$ cat config.mk
export PLATFORM = sky130hd
export DESIGN_NAME = seg7_readback_decoder
export DESIGN_NICKNAME = d
export VERILOG_FILES = /design/src/rtl/seg7_readback_decoder.sv
export SDC_FILE = /design/constraint.sdc
export NUM_CORES = 1
export LEC_CHECK = 0
export ABC_AREA = 1
export CORE_ASPECT_RATIO = 1.2
export CORE_UTILIZATION = 55
export CTS_BUF_LIST = sky130_fd_sc_hd__clkbuf_2 sky130_fd_sc_hd__clkbuf_4 sky130_fd_sc_hd__clkbuf_8
export DETAILED_ROUTE_END_ITERATION = 7
export GPL_ROUTABILITY_DRIVEN = 0
export PLACE_DENSITY = 0.91
export REMOVE_ABC_BUFFERS = 1
export SETUP_SLACK_MARGIN = 0.15
export SYNTH_ARGS = -nofsm -noshare
export SYNTH_HDL_FRONTEND = slang
export SYNTH_SLANG_ARGS = --single-unit
$ cat constraint.sdc
create_clock -name clock50M -period 2.8 [get_ports clock50M]
set_input_delay 0.42 -clock clock50M [delete_from_list [all_inputs] [get_ports clock50M]]
set_output_delay 0.42 -clock clock50M [all_outputs]
set_load 0.01 [all_outputs]
$ cat src/rtl/seg7_readback_decoder.sv
// Seven-segment display bus reader: samples the two digit patterns, waits for
// them to stay stable, decodes the pair back to a binary value and reports each
// new displayed value once, flagging illegal patterns and up-count breaks.
module seg7_readback_decoder #(
  parameter int STABLE_CYCLES = 4,
  parameter int WRAP          = 16,
  parameter int CHECK_SEQ     = 1
) (
  input  logic       clock50M,
  input  logic       reset,
  input  logic [6:0] d1,
  input  logic [6:0] d0,
  output logic [6:0] value,
  output logic       valid,
  output logic       pat_err,
  output logic       seq_err,
  output logic [7:0] capture_count
);

  typedef enum logic [1:0] {SETTLE, REPORT, HOLD} state_t;

  localparam logic [15:0] STAB    = 16'(STABLE_CYCLES);
  localparam logic [15:0] STAB_M1 = 16'(STABLE_CYCLES - 1);

  // Active-low segments, bit0=a .. bit6=g. Result is {legal, digit}.
  function automatic logic [4:0] seg_decode(input logic [6:0] p);
    case (p)
      7'b1000000: seg_decode = 5'b1_0000;
      7'b1111001: seg_decode = 5'b1_0001;
      7'b0100100: seg_decode = 5'b1_0010;
      7'b0110000: seg_decode = 5'b1_0011;
      7'b0011001: seg_decode = 5'b1_0100;
      7'b0010010: seg_decode = 5'b1_0101;
      7'b0000010: seg_decode = 5'b1_0110;
      7'b1111000: seg_decode = 5'b1_0111;
      7'b0000000: seg_decode = 5'b1_1000;
      7'b0010000: seg_decode = 5'b1_1001;
      default:    seg_decode = 5'b0_0000;
    endcase
  endfunction

  // Value the up-counter should show after v.
  function automatic logic [6:0] next_in_seq(input logic [6:0] v);
    int t;
    t = (int'(v) + 1) % WRAP;
    return 7'(t);
  endfunction

  logic [13:0] samp;
  logic [13:0] samp_prev;
  logic [15:0] cnt;
  logic [15:0] cnt_nxt;
  logic [13:0] last_pair;
  logic        have_last;
  state_t      state;
  state_t      state_nxt;

  logic        eq;
  logic        do_rep;
  logic        dup;
  logic        legal;
  logic        seq_bad;
  logic [4:0]  dec1;
  logic [4:0]  dec0;
  logic [6:0]  new_val;

  // Sample register, its one-cycle history and the stability counter
  always_ff @(posedge clock50M or negedge reset) begin
    if (!reset) begin
      samp      <= 14'h3FFF;
      samp_prev <= 14'h3FFF;
      cnt       <= 16'd0;
      state     <= SETTLE;
    end else begin
      samp      <= {d1, d0};
      samp_prev <= samp;
      cnt       <= cnt_nxt;
      state     <= state_nxt;
    end
  end

  // Next-state logic; the report decision is taken on the SETTLE->REPORT edge
  // so the registered pulses are high exactly while the FSM sits in REPORT.
  always_comb begin
    state_nxt = state;
    do_rep    = 1'b0;
    eq        = (samp == samp_prev);
    if (!eq)              cnt_nxt = 16'd0;
    else if (cnt >= STAB) cnt_nxt = STAB;
    else                  cnt_nxt = cnt + 16'd1;
    case (state)
      SETTLE: if (eq && cnt_nxt == STAB_M1) begin
        state_nxt = REPORT;
        do_rep    = 1'b1;
      end
      REPORT:  state_nxt = HOLD;
      HOLD:    state_nxt = HOLD;
      default: state_nxt = SETTLE;
    endcase
    if (!eq) state_nxt = SETTLE;
  end

  // Decode of the stable pair and its classification
  always_comb begin
    dec1    = seg_decode(samp[13:7]);
    dec0    = seg_decode(samp[6:0]);
    legal   = dec1[4] & dec0[4];
    new_val = {3'b000, dec1[3:0]} * 7'd10 + {3'b000, dec0[3:0]};
    dup     = have_last && (samp == last_pair);
    seq_bad = (CHECK_SEQ != 0) && have_last && (new_val != next_in_seq(value));
  end

  // Result pulses, decoded value, reference pair and report counter
  always_ff @(posedge clock50M or negedge reset) begin
    if (!reset) begin
      value         <= 7'd0;
      valid         <= 1'b0;
      pat_err       <= 1'b0;
      seq_err       <= 1'b0;
      capture_count <= 8'd0;
      last_pair     <= 14'h3FFF;
      have_last     <= 1'b0;
    end else begin
      valid   <= 1'b0;
      pat_err <= 1'b0;
      seq_err <= 1'b0;
      if (do_rep && !dup) begin
        last_pair <= samp;
        if (legal) begin
          value     <= new_val;
          valid     <= 1'b1;
          seq_err   <= seq_bad;
          have_last <= 1'b1;
          if (capture_count != 8'hFF) capture_count <= capture_count + 8'd1;
        end else begin
          pat_err <= 1'b1;
        end
      end
    end
  end

endmodule

# Word level (Yosys, flattened, before mapping)
# Cells that the tools add are included.
[word_totals] wordCells=72 reg_bits=79 in_bits=16 output_inout_bits=18
[op_classes] multipliers=1 reduce_logical=12 n_lt_le_gt_ge=1 eq_ne=26 n_addsub=4 n_bitwise=2 muxes=15
[op_table] operator="case mux 5 bit (10 select lines)" n=2
[op_table] operator="equality test 7 x 5 -> 1 bit, second input constant" n=6
[op_table] operator="equality test 7 bit, second input constant" n=6
[op_table] operator="2-to-1 mux 16 bit" n=2
[op_table] operator="equality test 14 bit" n=2
[op_table] operator="equality test 7 x 6 -> 1 bit, second input constant" n=4
[op_table] operator="adder 16 x 1 -> 16 bit, second input constant" n=1
[op_table] operator="equality test 16 x 2 -> 1 bit, second input constant" n=1
[op_table] operator=">= comparator 16 x 3 -> 1 bit, second input constant" n=1
[op_table] operator="equality test 7 x 2 -> 1 bit, second input constant" n=2
[op_table] operator="zero test 7 bit" n=2
[op_table] operator="adder 8 x 1 -> 8 bit, second input constant" n=1
[op_table] operator="2-to-1 mux 1 bit" n=8
[op_table] operator="!= test 8 bit, second input constant" n=1
[op_table] operator="adder 7 x 4 -> 7 bit" n=1
[op_table] operator="!= test 7 bit" n=1
[op_table] operator="multiplier 4 x 3 -> 6 bit, second input constant" n=1
[op_table] operator="adder 4 x 1 -> 4 bit, second input constant" n=1
[op_table] operator="logical AND 1 bit" n=4
[op_table] operator="2-to-1 mux 2 bit" n=2
[op_table] operator="case mux 2 bit (2 select lines)" n=1
[op_table] operator="OR reduction 4 bit" n=1
[op_table] operator="!= test 3 bit, second input constant" n=1
[op_table] operator="AND reduction 3 bit" n=1
[op_table] operator="other kinds (8)" n=8

# Longest topological paths before layout
[logic_depth] word_depth=9 mapped_depth=17 depth_no_buf=16

# Worst setup path before layout
# OpenSTA, ideal clock, no wires.
[synth_path] path_kind="reg-to-reg" startpoint="register samp[10]" endpoint="register seq_err" synth_period_minus_slack_ps=2767 setup_ps=116 path_slack_ps=33 required_ps=2684 arrival_time_ps=2651 n_path_buf=1 stages_incl_launch_ff=16 cell_sequence="dfstp_2 > buf_2 > nor2_1 > nand2_1 > nor2_1 > a2111o_1 > ha_1 > ha_1 > inv_1 > o21ai_0 > xor2_1 > nand4_1 > nor2_1 > nand2_1 > nand2_1 > nor2_1"
[synth_via] elab_chain_cells=8 word_cells_on_any_way=28 cone_classes="add/sub: 1; mul: 1; eq/ne: 13; mux: 6; bitwise: 1; reduce/logical: 6"
[synth_rtl] element="start: declaration" line="49" rtl="logic [13:0] samp;"
[synth_rtl] element="start signal: assignment" line="75" rtl="samp <= {d1, d0};"
[synth_rtl] element="equality test 7 x 5 -> 1 bit (tied with other cells)" line="27" rtl="case (p)"
[synth_rtl] element="case mux 5 bit (10 select lines) / 2-to-1 mux 16 bit (equally long branches)" line="27, 88"
[synth_rtl] element="multiplier 4 x 3 -> 6 bit / equality test 16 x 2 -> 1 bit (equally long branches)" line="108, 92"
[synth_rtl] element="adder 7 x 4 -> 7 bit / logical AND 1 bit (equally long branches)" line="108, 92"
[synth_rtl] element="!= test 7 bit / 2-to-1 mux 1 bit (equally long branches)" line="110, 92"
[synth_rtl] element="logical AND 1 bit / 2-to-1 mux 1 bit (equally long branches)" line="110, 91"
[synth_rtl] element="2-to-1 mux 1 bit / logical AND 1 bit (equally long branches)" line="129, 127"
[synth_rtl] element="2-to-1 mux 1 bit *" line="127" rtl="if (do_rep && !dup) begin"
[synth_rtl] element="end signal: assignment" line="132" rtl="seq_err <= seq_bad;"
[synth_rtl] element="end: declaration" line="16" rtl="output logic seq_err,"
# Every way passes the cells marked *; elsewhere a longest branch is shown, timed or not.
# A chain may end at the register's enable or synchronous reset.

# Worst setup path after layout
[layout_path] startpoint="register samp[8]" endpoint="register seq_err"
# Same word-level chain as after synthesis.

==> qor.yml <==
power.switching_w: 0.000592
cts_buffers: 9
p_per_area_nw_per_um2: 416
relSlewSlack_pct: 35.9
grtUsageMet3_pct: 4.54
ff2ff_path_depth: 17
antenna_cells: 0
die_h_um: 98.8
switching_share_pct: 27.1
syn_area_um2: 4290
failed_checks: "setup timing"
via_per_inst: 5.40
core-area_um2: 7400
fp.dieArea_um2: 8170
first_iter_violations: 266
top_usage_layer: "met2"
dp_hpwl_mm: 6.46
seqPwrFrac_pct: 56.1
row_count: 34
drc: 0
cp.arrival_ns: 3.34
ir_drop_mv: 0.288
drt_pass1_iterations: 5
io-pin-count: 34
cp-end-kind: "register"
yosys-top-cells-area: "dfstp_2 (26%), dfrtp_1 (22%), nand2_1 (15%)"
n_fill_cell: 519
ys_seq_area_share_pct: 47.3
grt_pass1_wl_mm: 15.4
cts_tree: "done"
cts_root_buf: "clkbuf_8"
syn_inst: 542
ctsLongestPathBuffers: 2
setup.worst_path.class: "register to register"
layout-drive-gt1-share_pct: 24.3
yosysTopAreaCell: "dfstp_2"
p_comb_share_pct: 9.8
final_common_cell: "nand2_1"
use_met1_pct: 28.4
rsz0062_at_grt: "yes"
hp-class: "primary input to async pin"
max_freq_mhz: 325
ys_warn_count: 0
path_max_fanout: 4
maxCapViolCount: 0
cts_max_level: 3
worst_slack_ns: -0.273
path_clk_slew_ns: 0.08
port_buffers: 33
hold_viol: 0
synth_top_area_share_pct: 25.7
antenna_left: 0
fin_skew_ns: 0.0141
pre_cts_ws_ns: -0.140
required_ns: 3.06
antenna_found_initial: 0
grt_max_degree: 80
min_period_ns: 3.07
ys_seq_elements: 79
grt_pass1_vias: 3575
synth_area_per_cell_um2: 7.92
cts_sinks: 79
fin_area_um2: 5250
hold_buffers: 0
hold_slack_ns: 0.210
critPathLaunchType: "register"
placed_cells: 680
initial_core_util_pct: 58.0
p_int_w: 0.00159
use_met2_pct: 41.6
via_count: 3846
slew_viol_final: 0
grt.total_usage_pct: 25.1
status: "complete, but fails checks"
clockPowerShare_pct: 34.1
period_share_pct: 110
setup_viol: 3
worstSkewPairLatency_ns: 0.37
synth_cell_types: 36
rrSetupSlack_ns: -0.27
r2r_start: "samp[8]"
layout.nets: 646
placed_area_um2: 4800
grt-ovfl-total: 0
wl_per_cell_um: 14.5
area_growth_pct: 22.1
p_leak_nw: 2.49
wl_mm: 10.3
die_width_um: 82.7
layout.cells.non_filler: 712
finalSetupTns_ns: -0.359
tightest_slew_ns: 0.962
r2r-end: "seq_err"
final_cell_mix: "nand2_1 (171), nor2_1 (67), inv_1 (53)"
==> critical path: stages, from the launching register on <==
cell and delay (ns):
dfstp_2 0.59, buf_6 0.11, nor2_4 0.04, buf_4 0.14, a31oi_4 0.18, nand2_2 0.09, buf_4 0.14, buf_4 0.12
buf_4 0.15, ha_1 0.33, a21oi_1 0.27, o21ai_2 0.12, xor2_1 0.21, nand4_1 0.14, nor2_1 0.14, nand2_1 0.07
nand2_1 0.08, nor2_1 0.04
==> registers in the layout, summed over array words and instances (netlist names) <==
signal and flops:
cnt 16, last_pair 14, samp 14, samp_prev 14
capture_count 8, value 7, state 2, have_last 1
pat_err 1, seq_err 1, valid 1
==> cells by family after synthesis <==
family	count (synthesis)	share of synthesized area, %
buffers and inverters	78	7.75
XOR/XNOR	22	4.49
AND/OR/NAND/NOR	317	31.0
flip-flops	79	47.3
other	1	0.0873
adder cells (fa/ha/maj)	13	4.14
AO/OA/AOI/OAI	32	5.30
==> layout make-up <==
cell class | count | area, um^2 | area share [%]
timing repair buffer | 61 | 549 | 10.5
multi-input combinational | 398 | 2130 | 40.7
clock buffer | 9 | 124 | 2.36
tap | 90 | 113 | 2.15
sequential | 79 | 2030 | 38.7
inverter | 68 | 255 | 4.87
clock inverter | 7 | 40.0 | 0.763
==> metal layers <==
metal  routed length [um]  vias up  share of wire [%]
li1                     -     1817                  -
met1                 4020     1831                 39
met2                 5350      150                 52
met3                  466       48                4.5
met4                  481        0                4.7
met5                    0        -                  0
==> what timing repair did <==
action | CTS | global route
buffers inserted | 6 | 9
cloned | 0 | 1
pin swaps | 9 | 21
setup endpoints to repair | 4 | 16
resized for setup | 6 | 32
hold endpoints to repair | 0 | 0
==> synth_stat cells (all sizes together) <==
library cell and number:
nand2 174, nor2 79, inv 68, dfstp 42
dfrtp 37, nand3 36, o21ai 20, ha 11
nor3 11, xnor2 11, xor2 11, buf 10
nand4 8, a21oi 5, or2 5, a31oi 3
fa 2, nand3b 2, nor3b 2, a2111o 1
conb 1, o2111ai 1, o21bai 1, o31ai 1
==> per-stage QoR <==
step	power, W	utilization (%)
final	0.00218	70.9
after global routing	0.00226	70.9
after CTS	0.00215	68.0
after detailed placement	0.00142	64.8
after global placement	0.00141	64.8
after floorplan	0.00134	-
==> power by group through the flow <==
stage	sequential (W)	clock, W	combinational [W]
global placement	0.00124	0	0.000174
CTS	0.00122	0.000744	0.000189
floorplan	0.00124	0	0.000101
finish	0.00122	0.000744	0.000214
detailed placement	0.00124	0	0.000180
global route	0.00123	0.000788	0.000240
==> how the worst max path moves through the flow <==
stage,from,endpoint,slack (ns)
floorplan,samp[7],seq_err,0.10
global placement,samp[9],seq_err,0.06
detailed placement,samp[9],seq_err,-0.14
CTS,samp[9],seq_err,-0.03
global route,samp[12],seq_err,-0.39
finish,samp[8],seq_err,-0.27
(Power assumes the default switching activity.)
